$ cat src/rtl/spi_master_cfg.sv
// spi_master_cfg: single-word SPI master with compile-time mode selection.
//
// Parameters
//   DATA_WIDTH : bits per transfer (2..32)
//   CLK_DIV    : clk cycles per spi_clk half-period (>= 2)
//   CPOL       : spi_clk idle level
//   CPHA       : 0 = sample on leading edge, 1 = sample on trailing edge
//   LSB_FIRST  : 1 = bit 0 shifted first, 0 = MSB shifted first
//   CS_GAP     : clk cycles spent in GAP (spi_cs_n high, busy) after a transfer
//
// Ports
//   clk, rst_n          : system clock, synchronous active-low reset
//   tx_data, tx_valid   : request word / request strobe
//   tx_ready            : high in IDLE only
//   rx_data, rx_valid   : last received word, one-cycle update pulse
//   busy                : high outside IDLE
//   spi_clk, spi_mosi,
//   spi_miso, spi_cs_n  : SPI bus (all outputs registered)
//
// Handshake: a request is accepted on a rising clk edge where tx_valid and
// tx_ready are both high; tx_data is captured on that edge only. tx_valid
// while tx_ready is low is dropped, never queued.

module spi_master_cfg #(
  parameter int DATA_WIDTH = 8,
  parameter int CLK_DIV    = 1350,
  parameter int CPOL       = 0,
  parameter int CPHA       = 0,
  parameter int LSB_FIRST  = 1,
  parameter int CS_GAP     = 2
) (
  input  logic                  clk,
  input  logic                  rst_n,
  input  logic [DATA_WIDTH-1:0] tx_data,
  input  logic                  tx_valid,
  output logic                  tx_ready,
  output logic [DATA_WIDTH-1:0] rx_data,
  output logic                  rx_valid,
  output logic                  busy,
  output logic                  spi_clk,
  output logic                  spi_mosi,
  input  logic                  spi_miso,
  output logic                  spi_cs_n
);

  localparam int DIV_W  = $clog2(CLK_DIV);
  localparam int EDGE_W = $clog2(2 * DATA_WIDTH + 1);
  localparam int GAP_W  = (CS_GAP > 1) ? $clog2(CS_GAP) : 1;

  localparam logic [DIV_W-1:0]  DIV_LAST  = DIV_W'(CLK_DIV - 1);
  localparam logic [EDGE_W-1:0] LAST_EDGE = EDGE_W'(2 * DATA_WIDTH);
  localparam logic [GAP_W-1:0]  GAP_LAST  = GAP_W'((CS_GAP > 0) ? CS_GAP - 1 : 0);
  localparam logic              CPOL_BIT  = (CPOL != 0);
  localparam logic              CPHA_BIT  = (CPHA != 0);

  typedef enum logic [2:0] {
    S_IDLE  = 3'd0,
    S_SETUP = 3'd1,
    S_SHIFT = 3'd2,
    S_HOLD  = 3'd3,
    S_GAP   = 3'd4
  } state_e;

  state_e                state_q, state_d;
  logic [DIV_W-1:0]      div_q, div_d;
  logic [EDGE_W-1:0]     edge_q, edge_d;     // spi_clk edges already produced
  logic [GAP_W-1:0]      gap_q, gap_d;
  logic [DATA_WIDTH-1:0] tx_sh_q, tx_sh_d;   // bits still to be driven
  logic [DATA_WIDTH-1:0] rx_sh_q, rx_sh_d;
  logic [DATA_WIDTH-1:0] rx_data_q, rx_data_d;
  logic                  rx_valid_q, rx_valid_d;
  logic                  sclk_q, sclk_d;
  logic                  mosi_q, mosi_d;
  logic                  cs_n_q, cs_n_d;

  logic                  tick;
  logic [EDGE_W-1:0]     edge_num;
  logic                  sample_edge;
  logic [DATA_WIDTH-1:0] rx_shifted;

  // Bit that goes out next, and the word left after it has gone.
  function automatic logic head_bit(input logic [DATA_WIDTH-1:0] v);
    return (LSB_FIRST != 0) ? v[0] : v[DATA_WIDTH-1];
  endfunction

  function automatic logic [DATA_WIDTH-1:0] drop_head(input logic [DATA_WIDTH-1:0] v);
    return (LSB_FIRST != 0) ? (v >> 1) : (v << 1);
  endfunction

  assign tick     = (div_q == DIV_LAST);
  assign edge_num = edge_q + EDGE_W'(1);
  // Odd edges are leading edges; CPHA picks which edge parity samples MISO.
  // The other parity is the one that advances MOSI.
  assign sample_edge = edge_num[0] ^ CPHA_BIT;
  // First received bit must end in the position it was sent from.
  assign rx_shifted  = (LSB_FIRST != 0) ? {spi_miso, rx_sh_q[DATA_WIDTH-1:1]}
                                        : {rx_sh_q[DATA_WIDTH-2:0], spi_miso};

  always_comb begin
    state_d    = state_q;
    div_d      = div_q;
    edge_d     = edge_q;
    gap_d      = gap_q;
    tx_sh_d    = tx_sh_q;
    rx_sh_d    = rx_sh_q;
    rx_data_d  = rx_data_q;
    rx_valid_d = 1'b0;
    sclk_d     = sclk_q;
    mosi_d     = mosi_q;
    cs_n_d     = cs_n_q;

    unique case (state_q)
      S_IDLE: begin
        div_d  = '0;
        edge_d = '0;
        gap_d  = '0;
        sclk_d = CPOL_BIT;
        mosi_d = 1'b0;
        cs_n_d = 1'b1;
        if (tx_valid) begin
          state_d = S_SETUP;
          cs_n_d  = 1'b0;
          if (!CPHA_BIT) begin
            // CPHA=0 needs the first bit on the wire before the first edge.
            mosi_d  = head_bit(tx_data);
            tx_sh_d = drop_head(tx_data);
          end else begin
            tx_sh_d = tx_data;
          end
        end
      end

      // SETUP is the first half-period; edge handling is shared with SHIFT
      // because edge 1 is simply edge_q==0 -> edge_num==1.
      S_SETUP, S_SHIFT: begin
        if (tick) begin
          div_d  = '0;
          sclk_d = ~sclk_q;
          edge_d = edge_num;
          if (sample_edge) begin
            rx_sh_d = rx_shifted;
          end
          if (edge_num == LAST_EDGE) begin
            state_d = S_HOLD;
            mosi_d  = 1'b0;
          end else begin
            state_d = S_SHIFT;
            if (!sample_edge) begin
              mosi_d  = head_bit(tx_sh_q);
              tx_sh_d = drop_head(tx_sh_q);
            end
          end
        end else begin
          div_d = div_q + DIV_W'(1);
        end
      end

      S_HOLD: begin
        if (tick) begin
          div_d      = '0;
          rx_data_d  = rx_sh_q;
          rx_valid_d = 1'b1;
          cs_n_d     = 1'b1;
          gap_d      = '0;
          state_d    = (CS_GAP == 0) ? S_IDLE : S_GAP;
        end else begin
          div_d = div_q + DIV_W'(1);
        end
      end

      S_GAP: begin
        if (gap_q == GAP_LAST) begin
          gap_d   = '0;
          state_d = S_IDLE;
        end else begin
          gap_d = gap_q + GAP_W'(1);
        end
      end

      default: begin
        state_d = S_IDLE;
      end
    endcase
  end

  always_ff @(posedge clk) begin
    if (!rst_n) begin
      state_q    <= S_IDLE;
      div_q      <= '0;
      edge_q     <= '0;
      gap_q      <= '0;
      tx_sh_q    <= '0;
      rx_sh_q    <= '0;
      rx_data_q  <= '0;
      rx_valid_q <= 1'b0;
      sclk_q     <= CPOL_BIT;
      mosi_q     <= 1'b0;
      cs_n_q     <= 1'b1;
    end else begin
      state_q    <= state_d;
      div_q      <= div_d;
      edge_q     <= edge_d;
      gap_q      <= gap_d;
      tx_sh_q    <= tx_sh_d;
      rx_sh_q    <= rx_sh_d;
      rx_data_q  <= rx_data_d;
      rx_valid_q <= rx_valid_d;
      sclk_q     <= sclk_d;
      mosi_q     <= mosi_d;
      cs_n_q     <= cs_n_d;
    end
  end

  assign tx_ready = (state_q == S_IDLE);
  assign busy     = (state_q != S_IDLE);
  assign rx_data  = rx_data_q;
  assign rx_valid = rx_valid_q;
  assign spi_clk  = sclk_q;
  assign spi_mosi = mosi_q;
  assign spi_cs_n = cs_n_q;

endmodule

$ cat config.mk
export PLATFORM = sky130hd
export DESIGN_NAME = spi_master_cfg
export DESIGN_NICKNAME = d
export VERILOG_FILES = /design/src/rtl/spi_master_cfg.sv
export SDC_FILE = /design/constraint.sdc
export NUM_CORES = 1
export LEC_CHECK = 0
export ABC_AREA = 1
export BUFFER_PORTS_ARGS = -buffer_cell sky130_fd_sc_hd__buf_4
export CORE_MARGIN = 2
export CORE_UTILIZATION = 39
export DETAILED_ROUTE_END_ITERATION = 10
export GPL_TIMING_DRIVEN = 0
export HOLD_SLACK_MARGIN = 0.02
export PLACE_DENSITY = 0.59
export SLEW_MARGIN = 20
export SYNTH_ARGS = -nofsm -noshare
export SYNTH_HDL_FRONTEND = slang
export SYNTH_SLANG_ARGS = --single-unit
$ cat constraint.sdc
create_clock -name clk -period 1.69 [get_ports clk]
set_input_delay 0.0845 -clock clk [delete_from_list [all_inputs] [get_ports clk]]
set_output_delay 0.0845 -clock clk [all_outputs]
set_load 0.005 [all_outputs]
### Yosys cells after proc, flatten, opt, wreduce, memory -nomap -nowiden

Cells that the tools add are included.

* reductions and logical operators: 17
* multiplexer cells: 29
* bitwise operators: 1
* $add $sub $neg: 3
* equal/unequal tests: 13

Operators by type and width (count)
* 8-bit two-way mux: 4
* 11-bit case mux with 2 select lines: 1
* 8-bit case mux with 2 select lines: 1
* 3-bit two-way mux: 4
* 2-bit != test (second input constant): 6
* 3-bit case mux with 4 select lines: 1
* 11-bit by 1-bit adder with 11-bit output (second input constant): 1
* 11-bit equality test (second input constant): 1
* 1-bit two-way mux: 11
* 11-bit two-way mux: 1
* 5-bit case mux with 2 select lines: 1
* 2-bit AND reduction: 5
* 3-bit by 2-bit equality test with 1-bit output (second input constant): 2
* 1-bit case mux with 2 select lines: 3
* 3-bit AND reduction: 2
* 2-bit nonzero test: 3
* 3-bit nonzero test: 2
* 5-bit by 1-bit adder with 5-bit output (second input constant): 1
* 5-bit equality test (second input constant): 1
* 5-bit two-way mux: 1
* 5-bit AND reduction: 1
* 4-bit AND reduction: 1
* 3-bit by 1-bit equality test with 1-bit output (second input constant): 1
* 3-bit equality test (second input constant): 1
* other kinds (7): 7

* word-level logic and storage cells: 74
* bits of input ports: 12
* flip-flop bits (word level): 48

### Longest topological paths before layout

* depth after elaboration: 5
* gate-level depth with buffers: 12
* depth with buffers taken out: 11

### Worst setup path before layout

OpenSTA, ideal clock, no wires.

* path kind: flip-flop to flip-flop
* start point: register edge_q[0]
* end point: register tx_sh_q[3]
* setup time: 113 ps
* setup slack: 222 ps
* cell stages (with the launch flop): 12
* data arrival time: 1355 ps
* period minus slack after synthesis: 1468 ps
* required time: 1577 ps
* cells stage by stage: dfxtp_1 > ha_1 > nand2_1 > inv_1 > nand3_1 > nand2_1 > nand4_4 > nand3_4 > buf_6 > nand2_1 > nand2_1 > nor2_1

* longest elaborated chain between the ends: 4

RTL lines
* start, declared: line 66 `logic [EDGE_W-1:0] edge_q, edge_d;`
* start signal, assigned: line 202 `edge_q <= edge_d;`
* 5-bit by 1-bit adder with 5-bit output *: line 91 `assign edge_num = edge_q + EDGE_W'(1);`
* 5-bit equality test: line 143 `if (edge_num == LAST_EDGE) begin`
* 2-bit != test (no line)
* 5-bit AND reduction (no line) *
* end signal, assigned: line 204 `tx_sh_q <= tx_sh_d;`
* end, declared: line 68 `logic [DATA_WIDTH-1:0] tx_sh_q, tx_sh_d;`

Every way passes the cells marked *; elsewhere a longest branch is shown, timed or not.
A chain may end at the register's enable or synchronous reset.

### Worst setup path in the final report

* start point: register div_q[1]
* end point: register tx_sh_q[4]

* longest elaborated chain between the ends: 3

RTL lines
* start, declared: line 65 `logic [DIV_W-1:0] div_q, div_d;`
* start signal, assigned: line 201 `div_q <= div_d;`
* 11-bit equality test: line 90 `assign tick = (div_q == DIV_LAST);`
* 2-bit != test (no line)
* 5-bit AND reduction (no line)

No other way between the ends.

==> metrics.log <==
[metrics] fraction of layout instances using a drive strength above 1: 0.243
[metrics] maximum level of the CTS H-tree: 2
[metrics] part of the power in the clock network: 0.179
[metrics] quantity of I/O buffers inserted on ports: 25
[metrics] post-DP HPWL: 3.29 mm
[metrics] remaining routing DRC violations: 0
[metrics] vias: slightly below 2000
[metrics] type of the setup path with the least slack: flip-flop to flip-flop
[metrics] number of cells traversed by the worst hold path: 3
[metrics] highest clock frequency the design can meet: between 600 and 700 MHz
[metrics] # diodes: 0
[metrics] number of buffers created by CTS: 5
[metrics] iteration count of the initial detailed-routing pass: 4
[metrics] Final Hold Fails: 0
[metrics] slowest cell on the critical path: sky130_fd_sc_hd__dfxtp_2
[metrics] CP Cell Sequence: inv_2 > ha_4 > nand2_4 > nor3_4 > nand3_2 > nand2_4 > nand3_4 > clkbuf_16 > nor2_1 > nor2_1
[metrics] worst voltage drop across the vdd grid: 0.000619 V
[metrics] I/O pin count: 26
[metrics] leakage power of the design: 1.16 nW
[metrics] status: completed
[metrics] final count of pins violating max slew: 0
[metrics] crit path capture type: flip-flop
[metrics] count of routing violations after the opening detailed-route iteration: 71
[metrics] switching power: 1.64 mW
[metrics] highest-count cells in the layout ignoring fill and taps: sky130_fd_sc_hd__nand2_1 (49), sky130_fd_sc_hd__dfxtp_1 (43), sky130_fd_sc_hd__inv_1 (34), sky130_fd_sc_hd__nor2_1 (34), sky130_fd_sc_hd__buf_4 (28)
[metrics] share of the yosys chip area belonging to registers: 0.431
[metrics] path depth of the worst reg2reg path: 10
[metrics] count of flip-flops with a built-in enable after synthesis: 0
[metrics] number of nets in the final layout: between 300 and 400
[metrics] largest fanout on the critical path: 5
[metrics] number of antenna violations at the first check in global routing: 0
[metrics] Gate power share: 0.463
[metrics] total number of placement rows: 27
[metrics] final critical-path share of the clock period: 0.932
[metrics] total met3 wirelength after detailed routing: around 120 µm
[metrics] fraction of power consumed by sequential logic: 0.358
[metrics] flop and latch count out of synthesis: 47
[metrics] PwrDens: 1520 nW/µm²
[metrics] final antenna-violating net count: 0
[metrics] Period minus WS final: 1.58 ns
[metrics] routed len/inst: between 10 and 15 µm
[metrics] Worst EP arrival: 1.78 ns
[metrics] Total Die Area: 6210 µm²
[metrics] Worst setup SP type: flip-flop
[metrics] average cell area after synthesis: 7.35 µm²
[metrics] Layout Skew: 0.00605 ns
[metrics] internal power contribution: about 2.5 mW
[metrics] pin count of the biggest net entering global routing: 16
[metrics] Post-Syn Area: 2180 µm²
[metrics] clk_lat worst skew: 0.30 ns
[metrics] met1 routed wirelength after detailed routing: 2.23 mm
[metrics] clock tree root buffer cell: sky130_fd_sc_hd__clkbuf_8
[metrics] setup violators final: 0
[metrics] cells after synthesis: roughly 300
[metrics] uppermost metal layer occupied by signal nets: met4
[metrics] Clk pin slew, worst setup/hold paths: 0.09 ns
[metrics] filler instances: 575
[metrics] total wire length: between 4 and 5 mm
[metrics] Warnings, synthesis: 0
[metrics] via count of the first global-routing pass: 1772
[metrics] measured slew at the worst slew-check pin: 0.409 ns
[metrics] switching share of total power: 0.399
[metrics] minimum hold slack: 0.0622 ns
[metrics] Max Cap Viol: 0
[metrics] total nets after synthesis: around 310
[metrics] CTS Buffer Depth: 2
[metrics] kind of path behind the tightest hold check: input port to flip-flop
[metrics] worst slew slack as a fraction of its limit: 0.727
[metrics] unique cell type count in the Yosys netlist: 33
[metrics] Via density: 4.75
[metrics] share of the core filled with cells in the final layout: 0.494
[metrics] gr ovfl total: 0
[metrics] most common library cell in the layout ignoring fill and taps: sky130_fd_sc_hd__nand2_1
[metrics] synthesis-to-finish area growth: 23.7%
[metrics] CP max stage delay: around 0.35 ns
[metrics] TritonCTS clock tree: built
[metrics] unrepaired setup endpoints after global routing: yes
[metrics] die height: 78.8 µm
[metrics] total core area: 5470 µm²
[metrics] wire length of the first global-routing pass: between 7 and 8 mm
[metrics] most used flip-flop cell after synthesis: sky130_fd_sc_hd__dfxtp_1
[metrics] detailed route wirelength on metal2: 2.11 mm
[metrics] last weighted congestion value of the routability-driven placer: 0.750
[metrics] Die W: 78.8 µm
[metrics] Sinks on Clock Net: between 40 and 50
[metrics] total global-route track usage: 0.158
[metrics] initial core utilization: 0.399
[metrics] share of flip-flops with an asynchronous set or reset after synthesis: 0
[metrics] data required time at the worst endpoint: 1.90 ns
flip-flops by register name, indices dropped and copies added, names as in the netlist:
name	cells
state_q	3
spi_clk	1
spi_mosi	1
div_q	11
rx_valid	1
rx_sh_q	8
spi_cs_n	1
rx_data	8
edge_q	5
tx_sh_q	7
gap_q	1
Yosys cell counts, types with 2 or more instances:
master | n | area share
sky130_fd_sc_hd__nand3_4 | 2 | 0.016
sky130_fd_sc_hd__inv_1 | 36 | 0.062
sky130_fd_sc_hd__buf_6 | 5 | 0.026
sky130_fd_sc_hd__clkbuf_1 | 2 | 0.0034
sky130_fd_sc_hd__inv_2 | 3 | 0.0052
sky130_fd_sc_hd__nor2_1 | 37 | 0.064
sky130_fd_sc_hd__nand3_1 | 17 | 0.039
sky130_fd_sc_hd__dfxtp_1 | 47 | 0.43
sky130_fd_sc_hd__nand2_2 | 4 | 0.011
sky130_fd_sc_hd__nor3_1 | 6 | 0.014
sky130_fd_sc_hd__ha_1 | 3 | 0.017
sky130_fd_sc_hd__o21ai_1 | 3 | 0.0069
sky130_fd_sc_hd__buf_4 | 2 | 0.0069
sky130_fd_sc_hd__xor2_1 | 4 | 0.016
sky130_fd_sc_hd__a21oi_1 | 26 | 0.060
sky130_fd_sc_hd__nand2_1 | 55 | 0.095
sky130_fd_sc_hd__nand4_1 | 3 | 0.0086
sky130_fd_sc_hd__o21ai_0 | 27 | 0.062
layout make-up:
class	instances	area, µm²	area share
Multi-Input combinational cell	198	1070	0.395
Buffer	10	95.1	0.0352
Sequential cell	47	951	0.352
Tap cell	72	90.1	0.0333
Clock buffer	6	82.6	0.0306
Inverter	42	173	0.0639
Clock inverter	2	16.3	0.00602
Timing Repair Buffer	28	228	0.0843
what timing repair did:
action | CTS | global route
gates cloned | 0 | 1
endpoints found under the setup margin | 14 | 33
hold buffers | 0 | 0
gates resized for setup | 2 | 33
pin swaps | 0 | 8
setup buffers | 0 | 2
worst paths after layout:
kind / start / endpoint / slack, ns
hold / removal: spi_miso / rx_sh_q[7] / 0.06
hold reg to reg: rx_sh_q[0] / rx_sh_q[0] / 0.47
setup reg to reg: div_q[1] / tx_sh_q[4] / 0.11
setup / recovery: div_q[1] / tx_sh_q[4] / 0.11
cells by family after synthesis:
| group | count (synthesis) | synth area share |
|---|---|---|
| AO/OA/AOI/OAI | 61 | 0.146 |
| XOR/XNOR | 4 | 0.0160 |
| adder cells (fa/ha/maj) | 3 | 0.0172 |
| buffers and inverters | 52 | 0.115 |
| flip-flops | 47 | 0.431 |
| AND/OR/NAND/NOR | 130 | 0.275 |
power by group through the flow:
stage	sequential (mW)	combinational [mW]	clock, mW
6_report	1.47	1.90	0.734
5_1_grt	1.49	2.18	0.807
4_1_cts	1.44	1.68	0.757
3_5_place_dp	1.47	1.66	0
3_3_place_gp	1.46	1.63	0
2_1_floorplan	1.44	1.27	0
metrics by stage:
stage | setup slack (ns) | std cells | area (µm²) | TNS (ns) | total power [mW]
after floorplan | 0.222 | 297 | 2180 | 0 | 2.71
after global placement | -0.0600 | 394 | 2460 | -0.487 | 3.09
after detailed placement | -0.0510 | 394 | 2460 | -0.426 | 3.13
after CTS | 0.0130 | 402 | 2570 | 0 | 3.88
after global routing | -0.00615 | 405 | 2700 | -0.0156 | 4.48
final | 0.114 | 405 | 2700 | 0 | 4.10
critical path: cells and delay by family, from the launching register on:
kind	cells	cell delay, ns
AND/OR/NAND/NOR	7	0.74
flip-flops	1	0.35
buffers and inverters	2	0.25
adder cells (fa/ha/maj)	1	0.13
per-layer routing:
layer	track usage	vias up
li1	-	1026
met1	0.201	872
met2	0.263	20
met3	0.0261	7
met4	0.0672	0
met5	0	-
No activity file was read; power rests on OpenSTA's default activity.
